**src/rtl/truth_table_sweeper.sv**
```systemverilog
`default_nettype none
// ============================================================================
// Module      : truth_table_sweeper
// Description : Exhaustive stimulus engine; walks every input combination of a
//               combinational DUT and scores its response against a truth table.
// Revision    : 1.0 - initial release
// ============================================================================
module truth_table_sweeper #(
    parameter int                     N_VARS      = 3,
    parameter int                     HOLD_CYCLES = 1,
    parameter logic [2**N_VARS-1:0]   EXPECT      = 8'b1110_1000
) (
    input  logic                   clk,
    input  logic                   rst,
    input  logic                   start,
    input  logic                   abort,
    input  logic                   dut_y,
    output logic [N_VARS-1:0]      vec,
    output logic                   busy,
    output logic                   done,
    output logic                   pass,
    output logic [N_VARS:0]        err_count,
    output logic [N_VARS-1:0]      first_fail,
    output logic                   fail_valid,
    output logic [2**N_VARS-1:0]   captured
);

    localparam int NVEC = 2**N_VARS;
    localparam int HC_W = (HOLD_CYCLES > 1) ? $clog2(HOLD_CYCLES) : 1;
    localparam logic [HC_W-1:0]   HOLD_LAST = HC_W'(HOLD_CYCLES - 1);
    localparam logic [N_VARS-1:0] VEC_LAST  = N_VARS'(NVEC - 1);

    typedef enum logic [0:0] {
        ST_IDLE  = 1'b0,
        ST_SWEEP = 1'b1
    } state_t;

    state_t              state_q, state_d;
    logic [N_VARS-1:0]   vec_q, vec_d;
    logic [HC_W-1:0]     hold_q, hold_d;
    logic                busy_q, busy_d;
    logic                done_q, done_d;
    logic                pass_q, pass_d;
    logic [N_VARS:0]     err_q, err_d;
    logic [N_VARS-1:0]   ff_q, ff_d;
    logic                fv_q, fv_d;
    logic [NVEC-1:0]     cap_q, cap_d;
    logic                w_mismatch;

    assign w_mismatch = dut_y ^ EXPECT[vec_q];

    always_ff @(posedge clk or posedge rst) begin
        if (rst) begin
            state_q <= ST_IDLE;
            vec_q   <= '0;
            hold_q  <= '0;
            busy_q  <= 1'b0;
            done_q  <= 1'b0;
            pass_q  <= 1'b0;
            err_q   <= '0;
            ff_q    <= '0;
            fv_q    <= 1'b0;
            cap_q   <= '0;
        end else begin
            state_q <= state_d;
            vec_q   <= vec_d;
            hold_q  <= hold_d;
            busy_q  <= busy_d;
            done_q  <= done_d;
            pass_q  <= pass_d;
            err_q   <= err_d;
            ff_q    <= ff_d;
            fv_q    <= fv_d;
            cap_q   <= cap_d;
        end
    end

    always_comb begin
        state_d = state_q;
        vec_d   = vec_q;
        hold_d  = hold_q;
        busy_d  = busy_q;
        done_d  = 1'b0;
        pass_d  = pass_q;
        err_d   = err_q;
        ff_d    = ff_q;
        fv_d    = fv_q;
        cap_d   = cap_q;
        case (state_q)
            ST_IDLE: begin
                if (start && !abort) begin
                    state_d = ST_SWEEP;
                    vec_d   = '0;
                    hold_d  = '0;
                    busy_d  = 1'b1;
                    pass_d  = 1'b0;
                    err_d   = '0;
                    ff_d    = '0;
                    fv_d    = 1'b0;
                    cap_d   = '0;
                end
            end
            ST_SWEEP: begin
                // Abort wins over a coincident sample edge; that sample is dropped.
                if (abort) begin
                    state_d = ST_IDLE;
                    busy_d  = 1'b0;
                    vec_d   = '0;
                    hold_d  = '0;
                end else if (hold_q == HOLD_LAST) begin
                    cap_d[vec_q] = dut_y;
                    hold_d       = '0;
                    if (w_mismatch) begin
                        err_d = err_q + (N_VARS+1)'(1);
                        if (!fv_q) begin
                            ff_d = vec_q;
                            fv_d = 1'b1;
                        end
                    end
                    if (vec_q == VEC_LAST) begin
                        state_d = ST_IDLE;
                        busy_d  = 1'b0;
                        vec_d   = '0;
                        done_d  = 1'b1;
                        pass_d  = (err_d == '0);
                    end else begin
                        vec_d = vec_q + N_VARS'(1);
                    end
                end else begin
                    hold_d = hold_q + HC_W'(1);
                end
            end
            default: begin
                state_d = ST_IDLE;
                busy_d  = 1'b0;
                vec_d   = '0;
                hold_d  = '0;
            end
        endcase
    end

    assign vec        = vec_q;
    assign busy       = busy_q;
    assign done       = done_q;
    assign pass       = pass_q;
    assign err_count  = err_q;
    assign first_fail = ff_q;
    assign fail_valid = fv_q;
    assign captured   = cap_q;

endmodule
`default_nettype wire
```
**config.mk**
```make
export PLATFORM = sky130hd
export DESIGN_NAME = truth_table_sweeper
export DESIGN_NICKNAME = d
export VERILOG_FILES = /design/src/rtl/truth_table_sweeper.sv
export SDC_FILE = /design/constraint.sdc
export NUM_CORES = 1
export LEC_CHECK = 0
export ABC_AREA = 1
export BUFFER_PORTS_ARGS = -buffer_cell sky130_fd_sc_hd__buf_4
export CAP_MARGIN = 30
export CORE_UTILIZATION = 30
export DETAILED_ROUTE_END_ITERATION = 12
export GPL_ROUTABILITY_DRIVEN = 0
export HOLD_SLACK_MARGIN = 0.03
export PLACE_DENSITY = 0.58
export SYNTH_ARGS = -nofsm -noshare
export SYNTH_HDL_FRONTEND = slang
export SYNTH_SLANG_ARGS = --single-unit
```
**constraint.sdc**
```tcl
create_clock -name clk -period 4.6 [get_ports clk]
set_input_delay 1.15 -clock clk [delete_from_list [all_inputs] [get_ports clk]]
set_output_delay 1.15 -clock clk [all_outputs]
set_load 0.02 [all_outputs]
```
==> results of run 1 <==
-- cell usage in the layout, fill, tap and decap left out, drive strengths merged, types with 5 or more instances in the layout --
master,n
dfrtp,23
inv,20
nand3,19
o22ai,5
a21oi,5
nor2,7
o21ai,10
nand2,45
buf,26
-- per-layer routing --
layer | vias up | global-route usage | wire [microns]
met5 | - | 0 | 0
met4 | 0 | 0.0245 | 17
met3 | 2 | 0.0399 | 169
met2 | 32 | 0.237 | 1380
met1 | 518 | 0.196 | 1290
li1 | 542 | - | -
-- cells in the mapped netlist, types with 2 or more instances --
cell,number,area share
o21ai_1,3,0.013
inv_1,18,0.057
o21ai_0,7,0.029
nor2_1,7,0.022
a21oi_1,5,0.021
nand2_2,4,0.021
o22ai_1,5,0.026
dfrtp_1,23,0.48
nand3_1,16,0.067
nand3_2,3,0.025
nand2_1,40,0.13
inv_2,2,0.0063
ha_1,4,0.042
nand4_1,4,0.021
-- final timing paths --
kind / startpoint / endpoint / slack, ns
max in group asynchronous: rst / vec[1] / 2.96
worst min register to register: pass / pass / 0.49
worst max register to register: vec[0] / pass / 2.77
worst min-delay path: pass / pass / 0.49
min in group asynchronous: rst / first_fail[1] / 1.08
worst max-delay path: vec[2] / vec[2] / 2.43
-- area by class of cell --
class	count	area, sq um
clock buffer	3	41.3
sequential	23	576
multi-input combinational	103	536
clock inverter	1	5.00
fill	394	2250
tap	48	60.1
inverter	21	78.8
timing repair buffer	26	195
-- registers in the layout, summed over array words and instances, names as in the netlist --
| register | count |
|---|---|
| busy | 1 |
| captured | 8 |
| done | 1 |
| err_count | 4 |
| fail_valid | 1 |
| first_fail | 3 |
| pass | 1 |
| state_q | 1 |
| vec | 3 |
-- power by group through the flow --
stage,clock [W],combinational (W),sequential (W)
6_report,0.000126,0.000113,0.000237
5_1_grt,0.000138,0.000124,0.000240
4_1_cts,0.000130,0.000114,0.000237
3_3_place_gp,0,0.000112,0.000240
2_1_floorplan,0,0.0000575,0.000251
3_5_place_dp,0,0.000113,0.000240
-- per-stage QoR --
step | setup WS (ns) | instance area (sq um)
6_report | 2.43 | 1490
5_1_grt | 2.38 | 1490
3_5_place_dp | 2.34 | 1450
4_1_cts | 2.44 | 1490
2_1_floorplan | 2.69 | 1190
3_3_place_gp | 2.42 | 1450
-- logic make-up after synthesis --
kind of cell | after synthesis
buf+inv | 22
xor+xnor | 2
compound gates | 21
simple gates | 76
fa+ha+maj | 4
flops | 23
==> results.sh, run 1 <==
export IMPL_status="complete, no violations"
export IMPL_drt_iter0_markers=35
export IMPL_antenna_found_initial=0
export IMPL_fin_hold_ws_ns=0.489
export IMPL_muxShareOfSynthArea=0
export IMPL_total_power_w=0.000476
export IMPL_post_cts_buffers=0
export IMPL_ios=27
export IMPL_r2r_cells=11
export IMPL_p_seq_frac=0.498
export IMPL_grt_usage=0.146
export IMPL_final_antenna_net_count=0
export IMPL_slew_headroom=0.392
export IMPL_clockPowerShare=0.265
export IMPL_setup_tns_ns=0
export IMPL_ir_drop_mv=0.215
export IMPL_rows=22
export IMPL_avgSynthCellArea_sq_um=8.07
export IMPL_fmax_ghz=0.461
export IMPL_wl_mm=2.86
export IMPL_slowest_stage="dfrtp_1"
export IMPL_synthDistinctLibCells=21
export IMPL_synth_area_sq_mm=0.00119
export IMPL_synth_top_family_by_area="simple AND/OR/NAND/NOR gates"
export IMPL_crit_buf_inv=1
export IMPL_die_h_microns=65.1
export IMPL_initial_utilization=0.319
export IMPL_grt_pass1_wl_mm=4.73
export IMPL_synthArstFlopShare=1.00
export IMPL_cp_arrival_ns=1.02
export IMPL_power_frac_comb=0.237
export IMPL_cts_resized=0
export IMPL_diodes=0
export IMPL_dieArea_sq_mm=0.00424
export IMPL_p_int_w=0.000319
export IMPL_synth_edf_count=0
export IMPL_netlist_instances=148
export IMPL_synthSimpleGateAreaFrac=0.296
export IMPL_synth_nets=157
export IMPL_maxCapViolCount=0
export IMPL_wire_per_inst_microns=12.7
export IMPL_dp_cells=221
export IMPL_power_density_mw_per_mm2=319
export IMPL_critPathKind="register to primary output"
export IMPL_clock_latency_ns=0.26
export IMPL_clk_path_buf_depth=2
export IMPL_critPathMaxFanout=9
export IMPL_cts_sinks=23
export IMPL_grt_max_degree=24
export IMPL_htreeDepth=1
export IMPL_start_kind="register"
export IMPL_max_stage_delay_ns=0.54
export IMPL_period_needed_ns=2.17
export IMPL_post_route_period_util=0.472
export IMPL_synth_seq_cells=23
export IMPL_firstDrtPassIters=4
export IMPL_instances_no_fill=225
export IMPL_cts_buffers=3
export IMPL_ctsHoldBuffers=0
export IMPL_rsz0062_at_grt="no"
export IMPL_drc_errors=0
export IMPL_grt_pass1_vias=1018
export IMPL_nets=187
export IMPL_yosys_warnings=0
export IMPL_finalHoldViolCount=0
export IMPL_io_buffers=26
export IMPL_vias_per_cell=4.86
export IMPL_synthAdderAreaFrac=0.0419
export IMPL_setup_viol=0
export IMPL_switching_share=0.330
export IMPL_worstPathCellList="buf_4"
export IMPL_finClkSkew_ns=0.00270
export IMPL_drive_gt1_frac=0.226
export IMPL_drv_slew=0
export IMPL_die_w_microns=65.1
export IMPL_synthFlopType="dfrtp_1"
export IMPL_synth_compound_area_frac=0.0953
export IMPL_hold_class="register to register"
export IMPL_cts_tree="built"
export IMPL_path_depth=1
export IMPL_yosys_area_share_xor_xnor=0.0147
export IMPL_vias=1094
export IMPL_p_leak_nw=0.818
export IMPL_hpwl_mm=2.11
export IMPL_cp_required_ns=3.45
export IMPL_utilization=0.398
export IMPL_critPathTopFamily="flip-flops"
export IMPL_cts_root_buf="clkbuf_8"
export IMPL_core_region_area_sq_mm=0.00374
export IMPL_p_sw_w=0.000157
export IMPL_seq_area_frac_synth=0.482
export IMPL_worstMarginPinSlew_ns=0.910
export IMPL_grt_overflow=0
export IMPL_area_growth_syn_to_layout_pct=24.8
export IMPL_clkSlewWorstSetupHoldPaths_ns=0.08
export IMPL_crit_path_end_kind="primary output"
export IMPL_hold_depth=2
No activity file was read; power rests on OpenSTA's default activity.
==> run 2, diff against run 1 <==
Settings changed: ABC_AREA 1 to 0.
Clock period 4.6 ns to 2.3 ns, I/O delays scaled along.
==> run 2 against run 1 <==
Net effect: via count shrank 5.5%; sequential cell count is the same; worst hold slack lost 0.15 ns; critical endpoint is now first_fail[1].
==> results.sh, run 2 <==
export IMPL_post_route_period_util=0.874
export IMPL_drt_iter0_markers=36
export IMPL_rsz0062_at_grt="no"
export IMPL_htreeDepth=1
export IMPL_rows=22
export IMPL_grt_pass1_wl_mm=5.01
export IMPL_cp_arrival_ns=2.17
export IMPL_diodes=0
export IMPL_critPathMaxFanout=10
export IMPL_synth_seq_cells=23
export IMPL_total_power_w=0.000904
export IMPL_p_leak_nw=0.721
export IMPL_cts_sinks=23
export IMPL_hpwl_mm=2.12
export IMPL_fmax_ghz=0.497
export IMPL_mostFrequentLayoutCell="buf_4"
export IMPL_netlist_instances=130
export IMPL_yosys_warnings=0
export IMPL_clkSlewWorstSetupHoldPaths_ns=0.08
export IMPL_setup_viol=0
export IMPL_cts_buffers=3
export IMPL_grt_usage=0.153
export IMPL_dieArea_sq_mm=0.00437
export IMPL_drive_gt1_frac=0.248
export IMPL_post_cts_buffers=0
export IMPL_antenna_found_initial=0
export IMPL_die_h_microns=66.1
export IMPL_grtUsageMet2=0.253
export IMPL_clock_latency_ns=0.27
export IMPL_cp_required_ns=2.45
export IMPL_ir_drop_mv=0.174
export IMPL_nets=167
export IMPL_ys_top_cells_by_count="23 x dfrtp_1, 16 x nand2_1, 13 x o21ai_0, 8 x nor2_1, 7 x inv_1"
export IMPL_crit_path_end_kind="register"
export IMPL_synthArstFlopShare=1.00
export IMPL_grt_busiest_layer="met2"
export IMPL_synthFlopType="dfrtp_1"
export IMPL_status="complete, no violations"
export IMPL_cts_tree="built"
export IMPL_grt_overflow=0
export IMPL_yosys_area_top_type="dfrtp_1"
export IMPL_firstDrtPassIters=4
export IMPL_avgSynthCellArea_sq_um=9.49
export IMPL_drv_slew=0
export IMPL_finalHoldViolCount=0
export IMPL_synthTopCellsByArea="dfrtp_1 47%, o21ai_0 5.3%, mux2i_1 4.9%"
export IMPL_largest_register_ffs=8
export IMPL_vias_per_cell=5.04
export IMPL_vias=1034
export IMPL_reg2reg_from="vec[0]"
export IMPL_final_cell_mix="29 x buf_4, 23 x dfrtp_1, 16 x nand2_1"
export IMPL_timing_critical_path_from="vec[0]"
export IMPL_period_needed_ns=2.01
export IMPL_area_growth_syn_to_layout_pct=24.1
export IMPL_grt_use_met3=0.0259
export IMPL_cts_resized=0
export IMPL_setup_tns_ns=0
export IMPL_initial_utilization=0.325
export IMPL_wire_per_inst_microns=14.0
export IMPL_grt_max_degree=24
export IMPL_io_buffers=26
export IMPL_finClkSkew_ns=0.00261
export IMPL_final_antenna_net_count=0
export IMPL_power_density_mw_per_mm2=590
export IMPL_cts_root_buf="clkbuf_8"
export IMPL_critPathKind="register to register"
export IMPL_grt_pass1_vias=1064
export IMPL_synth_area_sq_mm=0.00123
export IMPL_start_kind="register"
export IMPL_ios=27
export IMPL_gr_usage_met1=0.189
export IMPL_seq_area_frac_synth=0.467
export IMPL_die_w_microns=66.1
export IMPL_synthDistinctLibCells=34
export IMPL_slew_headroom=0.669
export IMPL_synth_edf_count=0
export IMPL_hold_class="primary input to asynchronous set/reset pin"
export IMPL_worstMarginPinSlew_ns=0.496
export IMPL_ctsHoldBuffers=0
export IMPL_maxCapViolCount=0
export IMPL_yosys_area_top_type_share=0.467
export IMPL_core_region_area_sq_mm=0.00380
export IMPL_drc_errors=0
export IMPL_synth_most_common_cell="dfrtp_1"
export IMPL_wl_mm=2.87
export IMPL_clk_path_buf_depth=2
export IMPL_synth_nets=139
-- run 2: cell count changes in the layout (fill, tap and decap cells not counted), sizes merged, moves of 4 or more --
cell,previous run,this run
nand2,45,16
nand3,19,4
inv,20,7
mux2i,0,6
nor2b,0,6
or3,0,6
o22ai,5,0
nand4,4,0
o21ai,10,14
o31ai,0,4
-- run 2: worst max-delay path, cell delays in order, from the launching register on --
cell and delay, ns:
dfrtp_1 0.53, inv_1 0.13, ha_1 0.20, and2b_4 0.25, nor2_2 0.06, xor2_2 0.17
or3_1 0.40, mux2i_1 0.15
-- run 2: through the flow --
step / utilization / area [sq um] / std cells / hold slack (ns) / setup slack [ns]
final: 0.403 / 1530 / 205 / 0.337 / 0.289
after CTS: 0.403 / 1530 / 205 / 0.352 / 0.292
after global placement: 0.391 / 1490 / 201 / 0.488 / 0.372
after floorplan: - / 1230 / 130 / 0.577 / 0.174
after global routing: 0.403 / 1530 / 205 / 0.381 / 0.153
after detailed placement: 0.391 / 1490 / 201 / 0.501 / 0.312
-- run 2: power by group --
group / switching, W / internal [W] / leakage [nW]
Sequential: 0.0000355 / 0.000428 / 0.311
Clock: 0.000134 / 0.000124 / 0.0228
Combinational: 0.000104 / 0.0000784 / 0.387
-- run 2: layer usage --
| layer | up-vias | routed length [microns] |
|---|---|---|
| met5 | - | 0 |
| met4 | 0 | 59 |
| met3 | 5 | 78 |
| met2 | 14 | 1450 |
| met1 | 511 | 1280 |
| li1 | 504 | - |
-- run 2: cells by family (layout without fill, tap and decap cells) --
group | after synthesis | in the layout | synth area share
and+or+nand+nor | 48 | 48 | 0.197
xor gates and xnor gates | 2 | 2 | 0.0203
DFF | 23 | 23 | 0.467
adders and majority gates | 4 | 4 | 0.0406
buffers and inverters | 13 | 40 | 0.0416
AOI/OAI and AO/OA | 34 | 34 | 0.186
muxes | 6 | 6 | 0.0487
-- run 2: cell type report --
cell class,instances,area [sq um]
flip-flops and latches,23,576
clock buffers,4,45.0
repair buffers,29,218
multi-input cells,94,607
fillers,381,2270
well taps,48,60.1
inverters,7,26.3
-- run 2: worst paths after layout --
| path | endpoint | slack, ns | depth (start not counted) |
|---|---|---|---|
| worst max-delay path | first_fail[1] | 0.29 | 7 |
| worst min-delay path | err_count[0] | 0.34 | 3 |
| worst max register to register | first_fail[1] | 0.29 | 7 |
| worst min register to register | captured[7] | 0.51 | 2 |
| max in group asynchronous | captured[3] | 1.73 | 3 |
| min in group clk | captured[7] | 0.51 | 2 |
